`config.mk`:
```
export PLATFORM = sky130hd
export DESIGN_NAME = updi_cs_sequencer_flat
export DESIGN_NICKNAME = d
export VERILOG_FILES = /design/src/rtl/updi_cs_if.sv /design/src/rtl/updi_cs_sequencer.sv /design/src/flat_wrapper.sv
export SDC_FILE = /design/constraint.sdc
export NUM_CORES = 1
export LEC_CHECK = 0
export CAP_MARGIN = 25
export CELL_PAD_IN_SITES_DETAIL_PLACEMENT = 2
export CELL_PAD_IN_SITES_GLOBAL_PLACEMENT = 2
export CORE_ASPECT_RATIO = 0.75
export CORE_MARGIN = 1
export CORE_UTILIZATION = 30
export CTS_BUF_LIST = sky130_fd_sc_hd__clkbuf_2 sky130_fd_sc_hd__clkbuf_4 sky130_fd_sc_hd__clkbuf_8
export CTS_CLUSTER_DIAMETER = 30
export CTS_CLUSTER_SIZE = 14
export DETAILED_ROUTE_END_ITERATION = 8
export GPL_TIMING_DRIVEN = 1
export HOLD_SLACK_MARGIN = 0.12
export PLACE_DENSITY = 0.78
export SLEW_MARGIN = 0
export SYNTH_ARGS = -nofsm -noshare
export SYNTH_HDL_FRONTEND = slang
export SYNTH_SLANG_ARGS = --single-unit
```
`constraint.sdc`:
```
create_clock -name clk -period 2.5 [get_ports clk]
set_input_delay 0.25 -clock clk [delete_from_list [all_inputs] [get_ports clk]]
set_output_delay 0.25 -clock clk [all_outputs]
set_load 0.01 [all_outputs]
```
`src/rtl/updi_cs_if.sv`:
```
// CS-command channel between the sequencer (master) and the UPDI link layer (slave).
interface updi_cs_if;
    // A command moves on each rising edge where cmd_valid && cmd_ready. Once raised,
    // cmd_valid and the command fields hold until that edge. rsp_valid has no ready.
    logic       cmd_valid;
    logic       cmd_ready;
    logic       cmd_is_store;
    logic [3:0] cmd_addr;
    logic [7:0] cmd_wdata;
    logic       rsp_valid;
    logic [7:0] rsp_data;

    modport master (
        output cmd_valid, cmd_is_store, cmd_addr, cmd_wdata,
        input  cmd_ready, rsp_valid, rsp_data
    );

    modport slave (
        input  cmd_valid, cmd_is_store, cmd_addr, cmd_wdata,
        output cmd_ready, rsp_valid, rsp_data
    );
endinterface

```
`src/rtl/updi_cs_sequencer.sv`:
```
// Walks a ROM table of STCS/CHECK/POLL/END steps, issuing CS commands and
// checking LDCS responses with retry, delay and timeout handling.
module updi_cs_sequencer #(
    parameter int N_STEPS          = 16,
    parameter int STEP_ADDR_BITS   = $clog2(N_STEPS),
    parameter int MAX_RETRIES      = 255,
    parameter int RETRY_DELAY_CLKS = 100,
    parameter int RSP_TIMEOUT_CLKS = 1000
) (
    input  logic                      clk,
    input  logic                      rst_n,
    input  logic                      start,
    output logic                      busy,
    output logic                      done,
    output logic                      error,
    output logic [1:0]                err_code,
    output logic [STEP_ADDR_BITS-1:0] err_step,
    output logic [STEP_ADDR_BITS-1:0] step_addr,
    input  logic [21:0]               step_data,
    updi_cs_if.master                 cs,
    output logic [2:0]                state_dbg
);

    typedef enum logic [2:0] {
        S_IDLE, S_FETCH, S_LATCH, S_ISSUE, S_WAIT_RSP, S_EVAL, S_DELAY, S_FINISH
    } state_t;

    localparam logic [1:0] OP_STCS  = 2'b00;
    localparam logic [1:0] OP_CHECK = 2'b01;
    localparam logic [1:0] OP_POLL  = 2'b10;
    localparam logic [1:0] OP_END   = 2'b11;

    // One counter serves both the response timeout and the retry delay.
    localparam int CNT_MAX = (RSP_TIMEOUT_CLKS > RETRY_DELAY_CLKS) ? RSP_TIMEOUT_CLKS
                                                                   : RETRY_DELAY_CLKS;
    localparam int CNT_W   = $clog2(CNT_MAX + 1);
    localparam int RETRY_W = $clog2(MAX_RETRIES + 2);

    localparam logic [CNT_W-1:0]          TO_LAST   = CNT_W'(RSP_TIMEOUT_CLKS - 1);
    localparam logic [CNT_W-1:0]          DLY_LAST  = CNT_W'(RETRY_DELAY_CLKS - 1);
    localparam logic [RETRY_W-1:0]        RETRY_LIM = RETRY_W'(MAX_RETRIES);
    localparam logic [STEP_ADDR_BITS-1:0] IDX_LAST  = STEP_ADDR_BITS'(N_STEPS - 1);

    state_t                    state, nxt;
    logic [STEP_ADDR_BITS-1:0] idx;
    logic [21:0]               step_q;
    logic [CNT_W-1:0]          cnt;
    logic [RETRY_W-1:0]        retry;
    logic [7:0]                rsp_q;
    logic                      fail_now;
    logic [1:0]                fail_code;

    logic [1:0] op;
    logic [3:0] f_addr;
    logic [7:0] f_value, f_mask;
    logic       match;

    assign op      = step_q[1:0];
    assign f_addr  = step_q[5:2];
    assign f_value = step_q[13:6];
    assign f_mask  = step_q[21:14];
    assign match   = ((rsp_q & f_mask) == (f_value & f_mask));

    always_ff @(posedge clk) begin
        if (!rst_n) state <= S_IDLE;
        else        state <= nxt;
    end

    always_comb begin
        nxt       = state;
        fail_now  = 1'b0;
        fail_code = 2'b00;
        case (state)
            S_IDLE:   if (start) nxt = S_FETCH;
            S_FETCH:  nxt = S_LATCH;
            S_LATCH:  nxt = (step_data[1:0] == OP_END) ? S_FINISH : S_ISSUE;
            S_ISSUE:  if (cs.cmd_ready) nxt = (op == OP_STCS) ? S_EVAL : S_WAIT_RSP;
            S_WAIT_RSP: begin
                if (cs.rsp_valid) begin
                    nxt = S_EVAL;
                end else if (cnt == TO_LAST) begin
                    nxt       = S_FINISH;
                    fail_now  = 1'b1;
                    fail_code = 2'b11;
                end
            end
            S_EVAL: begin
                // Passing the last table slot ends the run rather than wrapping to step 0.
                if (op == OP_STCS || match) begin
                    nxt = (idx == IDX_LAST) ? S_FINISH : S_FETCH;
                end else if (op == OP_POLL && retry < RETRY_LIM) begin
                    nxt = S_DELAY;
                end else begin
                    nxt       = S_FINISH;
                    fail_now  = 1'b1;
                    fail_code = (op == OP_POLL) ? 2'b10 : 2'b01;
                end
            end
            S_DELAY:  if (cnt == DLY_LAST) nxt = S_ISSUE;
            S_FINISH: nxt = S_IDLE;
            default:  nxt = S_IDLE;
        endcase
    end

    always_ff @(posedge clk) begin
        if (!rst_n) begin
            idx      <= '0;
            step_q   <= '0;
            cnt      <= '0;
            retry    <= '0;
            rsp_q    <= '0;
            err_code <= 2'b00;
            err_step <= '0;
        end else begin
            case (state)
                S_IDLE: begin
                    if (start) begin
                        idx      <= '0;
                        err_code <= 2'b00;
                        err_step <= '0;
                    end
                end
                S_LATCH: begin
                    step_q <= step_data;
                    retry  <= '0;
                end
                S_ISSUE: cnt <= '0;
                S_WAIT_RSP: begin
                    if (cs.rsp_valid) rsp_q <= cs.rsp_data;
                    else              cnt   <= cnt + 1'b1;
                end
                S_EVAL: begin
                    if (nxt == S_FETCH) idx <= idx + 1'b1;
                    if (nxt == S_DELAY) begin
                        retry <= retry + 1'b1;
                        cnt   <= '0;
                    end
                end
                S_DELAY: cnt <= cnt + 1'b1;
                default: ;
            endcase
            if (fail_now) begin
                err_code <= fail_code;
                err_step <= idx;
            end
        end
    end

    // err_code is cleared on start and only set on failure, so it tells done from error.
    always_comb begin
        busy            = (state != S_IDLE);
        done            = (state == S_FINISH) && (err_code == 2'b00);
        error           = (state == S_FINISH) && (err_code != 2'b00);
        cs.cmd_valid    = (state == S_ISSUE);
        cs.cmd_is_store = (op == OP_STCS);
        cs.cmd_addr     = f_addr;
        cs.cmd_wdata    = f_value;
        step_addr       = idx;
        state_dbg       = state;
    end

endmodule

```
`src/flat_wrapper.sv`:
```
// flat-port wrapper written by rule: the top's interface ports become plain ports
module updi_cs_sequencer_flat 
#(
    parameter int N_STEPS          = 16,
    parameter int STEP_ADDR_BITS   = $clog2(N_STEPS),
    parameter int MAX_RETRIES      = 255,
    parameter int RETRY_DELAY_CLKS = 100,
    parameter int RSP_TIMEOUT_CLKS = 1000
)
  (clk, rst_n, start, busy, done, error, err_code, err_step, step_addr, step_data, state_dbg, cs_cmd_valid, cs_cmd_is_store, cs_cmd_addr, cs_cmd_wdata, cs_cmd_ready, cs_rsp_valid, cs_rsp_data);
  updi_cs_if cs_i ();
  input  logic clk;
  input  logic rst_n;
  input  logic start;
  output logic busy;
  output logic done;
  output logic error;
  output logic [1:0] err_code;
  output logic [STEP_ADDR_BITS-1:0] err_step;
  output logic [STEP_ADDR_BITS-1:0] step_addr;
  input  logic [21:0] step_data;
  output logic [2:0] state_dbg;
  output wire logic [$bits(cs_i.cmd_valid)-1:0] cs_cmd_valid;
  output wire logic [$bits(cs_i.cmd_is_store)-1:0] cs_cmd_is_store;
  output wire logic [$bits(cs_i.cmd_addr)-1:0] cs_cmd_addr;
  output wire logic [$bits(cs_i.cmd_wdata)-1:0] cs_cmd_wdata;
  input wire logic [$bits(cs_i.cmd_ready)-1:0] cs_cmd_ready;
  input wire logic [$bits(cs_i.rsp_valid)-1:0] cs_rsp_valid;
  input wire logic [$bits(cs_i.rsp_data)-1:0] cs_rsp_data;
  assign cs_cmd_valid = cs_i.cmd_valid;
  assign cs_cmd_is_store = cs_i.cmd_is_store;
  assign cs_cmd_addr = cs_i.cmd_addr;
  assign cs_cmd_wdata = cs_i.cmd_wdata;
  assign cs_i.cmd_ready = cs_cmd_ready;
  assign cs_i.rsp_valid = cs_rsp_valid;
  assign cs_i.rsp_data = cs_rsp_data;
  updi_cs_sequencer #(.N_STEPS(N_STEPS), .STEP_ADDR_BITS(STEP_ADDR_BITS), .MAX_RETRIES(MAX_RETRIES), .RETRY_DELAY_CLKS(RETRY_DELAY_CLKS), .RSP_TIMEOUT_CLKS(RSP_TIMEOUT_CLKS)) u_core (.clk(clk), .rst_n(rst_n), .start(start), .busy(busy), .done(done), .error(error), .err_code(err_code), .err_step(err_step), .step_addr(step_addr), .step_data(step_data), .cs(cs_i), .state_dbg(state_dbg));
endmodule
```
==> flow_metrics.env, run 1 <==
export IMPL_die_width_um=116
export IMPL_rr_endpoint="u_core.err_code[1]$_SDFFE_PN0P_"
export IMPL_slowest_stage="clkdlybuf4s50_1"
export IMPL_fin_crit_sh_pct=90.9
export IMPL_hold_start="step_data[21]"
export IMPL_start_util_pct=31.7
export IMPL_drive_gt1_share_pct=8.59
export IMPL_outcome="complete, no violations"
export IMPL_dp_hpwl_um=6870
export IMPL_die_h_um=87.8
export IMPL_fin_crit_ns=2.27
export IMPL_finalSetupViolations=0
export IMPL_hold_depth=3
export IMPL_min_path_type="input port to register"
export IMPL_total_power_mw=2.31
export IMPL_crit_path_start_kind="register"
export IMPL_fin_util_pct=41.5
export IMPL_crit_chain="buf_4 -> nor3_1 -> inv_1 -> clkdlybuf4s50_1"
export IMPL_cts_resized=0
export IMPL_gp_congestion=0.769
export IMPL_worst_ep_required_time_ns=2.25
export IMPL_cts_buffers=9
export IMPL_syn_area_um2=2950
export IMPL_syn_area_per_cell_um2=8.23
export IMPL_slew_headroom_pct=62.2
export IMPL_antenna_found_initial=0
export IMPL_post_cts_setup_buffer_count=0
export IMPL_cts_hold_buf=0
export IMPL_critPathCaptureType="primary output"
export IMPL_p_sw_mw=0.601
export IMPL_rsz0062_at_grt="false"
export IMPL_max_freq_mhz=440
export IMPL_critical_path_class="register to primary output"
export IMPL_post_place_ws_ns=0.249
export IMPL_ir_drop_v=0.000227
export IMPL_io_pins=65
export IMPL_gr_total_overflow=0
export IMPL_final_antenna_net_count=0
export IMPL_wl_per_cell_um=17.0
export IMPL_switching_share_pct=26.0
export IMPL_cts_tree="yes"
export IMPL_synth_cell_types=48
export IMPL_drtPass1Iterations=4
export IMPL_p_int_mw=1.71
export IMPL_arrival_ns=2.02
export IMPL_ys_ff_latch=62
export IMPL_grt_max_degree=23
export IMPL_grt_usage_pct=19.7
export IMPL_crit_path_max_incr_delay_ns=0.51
export IMPL_p_leak_nw=1.40
export IMPL_grt_pass1_wl_um=15000
export IMPL_clock_latency_ns=0.35
export IMPL_fp_coreArea_um2=9310
export IMPL_worst_slew_pin_slew_ns=0.567
export IMPL_regToRegSetupSlack_ns=0.27
export IMPL_setup_slack_ns=0.228
export IMPL_placed_area_um2=3670
export IMPL_path_delay_family="buffers and inverters"
export IMPL_netlist_instances=358
export IMPL_clk_path_buf_depth=2
export IMPL_clkTransAtPathRegs_ns=0.07
export IMPL_area_growth_pct=31.2
export IMPL_cts_max_level=3
export IMPL_rr_worst_depth=6
export IMPL_root_buffer="clkbuf_8"
export IMPL_rr_startpoint="u_core.state_dbg[2]$_SDFF_PN0_"
export IMPL_power_density_nw_per_um2=597
export IMPL_whs_endpoint="u_core.step_q[21]$_SDFFE_PN0P_"
export IMPL_avgViaCountPerCell=5.03
export IMPL_numPortBuffers=64
export IMPL_cts_sinks=62
export IMPL_seqPwrFrac_pct=45.6
export IMPL_drtIter0Drc=79
export IMPL_die_area_um2=10200
export IMPL_ys_seq_area_share_pct=42.1
export IMPL_fin_skew_ns=0.00581
export IMPL_stdcell_area_um2=3870
export IMPL_grt_pass1_vias=3010
export IMPL_comb_power_share_pct=14.6
export IMPL_slew_violations=0
export IMPL_syn_num_nets=396
export IMPL_drc=0
export IMPL_antennaDiodeCount=0
export IMPL_crit_path_max_fanout=10
export IMPL_ys_warn_count=0
export IMPL_via_count=2754
export IMPL_drv_cap=0
export IMPL_path_buf_inv=3
export IMPL_hold_violations=0
export IMPL_rows=30
export IMPL_power_frac_clock_pct=39.8
export IMPL_final_setup_tns_ns=0
export IMPL_wl_um=9280
export IMPL_final_nets=453
## worst max-delay path by stage
stage	depth (start not counted)	end	start
after floorplan	7	u_core.err_code[1]$_SDFFE_PN0P_	u_core.state_dbg[0]$_SDFF_PN0_
after global placement	7	u_core.cnt[5]$_SDFFE_PN0P_	u_core.retry[5]$_SDFFE_PN0P_
after detailed placement	6	u_core.cnt[4]$_SDFFE_PN0P_	u_core.retry[2]$_SDFFE_PN0P_
after CTS	4	busy	u_core.state_dbg[0]$_SDFF_PN0_
after global routing	6	u_core.cnt[6]$_SDFFE_PN0P_	u_core.retry[2]$_SDFFE_PN0P_
final	4	busy	u_core.state_dbg[0]$_SDFF_PN0_
## logic make-up after synthesis
family                     count (synthesis)  share of synthesized area, %
adders and majority gates                  3                          1.27
buffers and inverters                     36                          6.49
xor gates and xnor gates                  17                          5.05
AOI/OAI and AO/OA                         70                          14.1
DFF                                       62                          42.1
muxes                                     15                          5.09
and+or+nand+nor                          155                          25.9
## sequential cells by signal (all words and copies together) (netlist names)
register / cells
u_core.step_q: 22
u_core.cnt: 10
u_core.retry: 9
u_core.rsp_q: 8
u_core.err_step: 4
u_core.step_addr: 4
u_core.state_dbg: 3
u_core.err_code: 2
## worst min-delay path: stages
cell and delay, ns:
clkdlybuf4s50_1 0.39, nand2_1 0.06, a21oi_1 0.05
## metal layers
layer  vias up  wire length, µm  track usage, %  part of all wire [%]
met3        11              330            5.26                   3.6
met4         0              115            7.11                   1.2
li1       1342                -               -                     -
met2        49             4440            33.6                    48
met5         -                0               0                     0
met1      1352             4390            23.9                    47
## cell usage after synthesis, drive strengths merged
cell,number,area [µm²]
or2,1,6.26
nand2b,5,31.3
or4,3,22.5
nor4,3,33.8
a22oi,4,30.0
or3,7,43.8
xnor2,2,17.5
a211oi,2,15.0
and3,5,36.3
o211ai,2,15.0
nand3,12,60.1
xor2,15,131
a41o,1,10.0
and3b,1,8.76
inv,6,22.5
o21ai,10,50.1
nor3,3,15.0
nor2b,3,18.8
nand4b,1,8.76
mux2i,15,150
and2,5,31.3
a41oi,2,25.0
nand4,8,50.1
ha,3,37.5
dfxtp,62,1240
a21boi,1,7.51
o31ai,3,22.5
and4,1,8.76
o2bb2ai,1,8.76
nand2,66,250
nor2,28,108
o221ai,1,8.76
or4b,1,10.0
buf,16,116
a31oi,3,18.8
or3b,2,20.0
a21oi,40,204
clkbuf,14,52.6
## metrics by stage
stage | hold WS [ns] | cells
global route | 0.446 | 547
floorplan | 0.386 | 358
global placement | 0.443 | 532
finish | 0.450 | 547
CTS | 0.429 | 547
detailed placement | 0.450 | 532
## power groups by stage
stage / clock [mW] / combinational (mW) / sequential (mW)
global placement: 0 / 0.331 / 1.07
global route: 0.982 / 0.372 / 1.06
CTS: 0.951 / 0.345 / 1.05
floorplan: 0 / 0.187 / 1.07
detailed placement: 0 / 0.341 / 1.07
finish: 0.918 / 0.337 / 1.05
## cell type report
cell class                 count  area (µm²)
inverter                       6        22.5
clock inverter                 1        30.0
fill                        1092        5440
timing repair buffer          76         731
sequential                    62        1240
clock buffer                  14         168
tap                          128         160
multi-input combinational    260        1520
## layout by cell type, fill, tap and decap left out, types with 5 or more instances in the layout
| master | instances |
|---|---|
| buf_4 | 12 |
| nor2_1 | 27 |
| nand2_1 | 65 |
| a21oi_1 | 39 |
| clkbuf_8 | 10 |
| mux2i_1 | 15 |
| o21ai_0 | 8 |
| nand2b_1 | 5 |
| dfxtp_1 | 62 |
| and2_1 | 5 |
| clkdlybuf4s50_1 | 64 |
| or3_1 | 7 |
| inv_1 | 6 |
| nand4_1 | 8 |
| xor2_1 | 15 |
| nand3_1 | 12 |
No activity file was read; power rests on OpenSTA's default activity.
==> run 2, diff against run 1 <==
- PLACE_DENSITY: 0.78 -> 0.87
==> run 2 against run 1 <==
Against the previous run:
- worst hold slack better by 0.0021 ns
- register-to-register slack worse by 0.098 ns
- power fell by 5.5%
- non-clock buffer count is the same
- sequential share of layout area up 0.20 points
- critical endpoint is now u_core.cnt[9]$_SDFFE_PN0P_
==> flow_metrics.env, run 2 (synthesis gave the netlist of run 1 again) <==
export IMPL_cts_resized=0
export IMPL_arrival_ns=2.60
export IMPL_final_setup_tns_ns=0
export IMPL_rows=30
export IMPL_cts_tree="yes"
export IMPL_crit_path_max_incr_delay_ns=0.51
export IMPL_clock_latency_ns=0.35
export IMPL_clk_path_buf_depth=2
export IMPL_fp_coreArea_um2=9310
export IMPL_area_growth_pct=30.4
export IMPL_fin_skew_ns=0.00860
export IMPL_instances_no_fill=547
export IMPL_top_regs="u_core.step_q (22), u_core.cnt (10), u_core.retry (9)"
export IMPL_clkTransAtPathRegs_ns=0.07
export IMPL_p_leak_nw=1.39
export IMPL_root_buffer="clkbuf_8"
export IMPL_cts_max_level=3
export IMPL_cts_sinks=62
export IMPL_worst_ep_required_time_ns=2.77
export IMPL_slew_violations=0
export IMPL_min_path_type="input port to register"
export IMPL_drive_gt1_share_pct=8.59
export IMPL_largest_register="u_core.step_q"
export IMPL_fin_crit_sh_pct=93.1
export IMPL_final_nets=453
export IMPL_grt_pass1_vias=2917
export IMPL_crit_chain="and4_1 -> a41oi_2 -> and3_1 -> buf_4 -> and2_1 -> or3_1 -> a21oi_1"
export IMPL_grt_usage_pct=19.0
export IMPL_drtIter0Drc=69
export IMPL_gr_total_overflow=0
export IMPL_critical_path_class="register to register"
export IMPL_cts_hold_buf=0
export IMPL_die_width_um=116
export IMPL_crit_path_start_kind="register"
export IMPL_fin_util_pct=41.3
export IMPL_layout_commonest_cell="nand2_1"
export IMPL_wl_um=9270
export IMPL_power_density_nw_per_um2=567
export IMPL_cts_buffers=9
export IMPL_final_cell_mix="nand2_1 (65), clkdlybuf4s50_1 (64), dfxtp_1 (62), a21oi_1 (39), nor2_1 (27)"
export IMPL_max_freq_mhz=430
export IMPL_post_cts_setup_buffer_count=0
export IMPL_die_h_um=87.8
export IMPL_via_count=2744
export IMPL_grt_max_degree=26
export IMPL_grt_pass1_wl_um=14500
export IMPL_outcome="complete, no violations"
export IMPL_avgViaCountPerCell=5.02
export IMPL_wl_per_cell_um=17.0
export IMPL_largest_reg_flops=22
export IMPL_final_antenna_net_count=0
export IMPL_ir_drop_v=0.000196
export IMPL_slew_headroom_pct=59.5
export IMPL_hold_violations=0
export IMPL_gp_congestion=0.783
export IMPL_path_buf_inv=1
export IMPL_fin_hold_ws_ns=0.452
export IMPL_regToRegSetupSlack_ns=0.17
export IMPL_antenna_found_initial=0
export IMPL_setup_slack_ns=0.172
export IMPL_fin_crit_ns=2.33
export IMPL_slowest_stage="or3_1"
export IMPL_place_inst=532
export IMPL_io_pins=65
export IMPL_dp_hpwl_um=6950
export IMPL_rsz0062_at_grt="false"
export IMPL_post_place_ws_ns=0.164
export IMPL_drc=0
export IMPL_crit_path_max_fanout=10
export IMPL_numPortBuffers=64
export IMPL_finalSetupViolations=0
export IMPL_critPathCaptureType="register"
export IMPL_drtPass1Iterations=4
export IMPL_worst_slew_pin_slew_ns=0.607
export IMPL_start_util_pct=31.7
export IMPL_drv_cap=0
export IMPL_die_area_um2=10200
export IMPL_path_delay_family="simple AND/OR/NAND/NOR gates"
export IMPL_antennaDiodeCount=0
-- run 2: changes by cell type in the layout (fill, tap and decap cells not counted) --
cell / change
bufinv_16: -1
clkbuf_4: -4
clkbuf_8: +1
clkinv_2: +3
clkinvlp_4: +1
-- run 2: stage by stage --
| stage | cell area [µm²] | total power, mW |
|---|---|---|
| CTS | 3840 | 2.22 |
| floorplan | 2950 | 1.25 |
| global route | 3840 | 2.29 |
| global placement | 3670 | 1.40 |
| finish | 3840 | 2.18 |
| detailed placement | 3670 | 1.42 |
-- run 2: path summary, 6_finish.rpt --
path,from,end,cells after the start
worst min-delay path,step_data[7],u_core.step_q[7]$_SDFFE_PN0P_,3
worst min register to register,u_core.err_step[3]$_SDFFE_PN0P_,u_core.err_step[3]$_SDFFE_PN0P_,2
worst max register to register,u_core.retry[3]$_SDFFE_PN0P_,u_core.cnt[9]$_SDFFE_PN0P_,7
worst max-delay path,u_core.retry[3]$_SDFFE_PN0P_,u_core.cnt[9]$_SDFFE_PN0P_,7
-- run 2: cell type report --
| cell class | count | area (µm²) |
|---|---|---|
| clock inverters | 4 | 22.5 |
| inverters | 6 | 22.5 |
| well taps | 128 | 160 |
| flip-flops and latches | 62 | 1240 |
| clock buffers | 11 | 151 |
| repair buffers | 76 | 731 |
| multi-input cells | 260 | 1520 |
| fillers | 1076 | 5470 |
-- run 2: report_power, final --
group	internal (mW)	switching, mW
clock	0.402	0.386
combinational	0.157	0.186
sequential	1.02	0.0262
total	1.58	0.598
-- run 2: routing by layer --
| layer | GRT usage, % | part of all wire, % | vias to the layer above |
|---|---|---|---|
| met3 | 6.09 | 3.9 | 7 |
| li1 | - | - | 1339 |
| met4 | 4.20 | 0.80 | 0 |
| met2 | 33.1 | 50 | 51 |
| met1 | 22.9 | 45 | 1347 |
| met5 | 0 | 0 | - |
-- run 2: worst register-to-register path, delay by kind of cell (launching register included) --
family,cells,cell delay (ns)
and+or+nand+nor,4,1.28
DFF,1,0.41
AOI/OAI and AO/OA,2,0.39
buffers and inverters,1,0.17
==> run 3, diff against run 2 <==
- SLEW_MARGIN: 0 -> 20
==> results of run 3 <==
No change in the layout: final DEF, timing and power equal those of run 2.
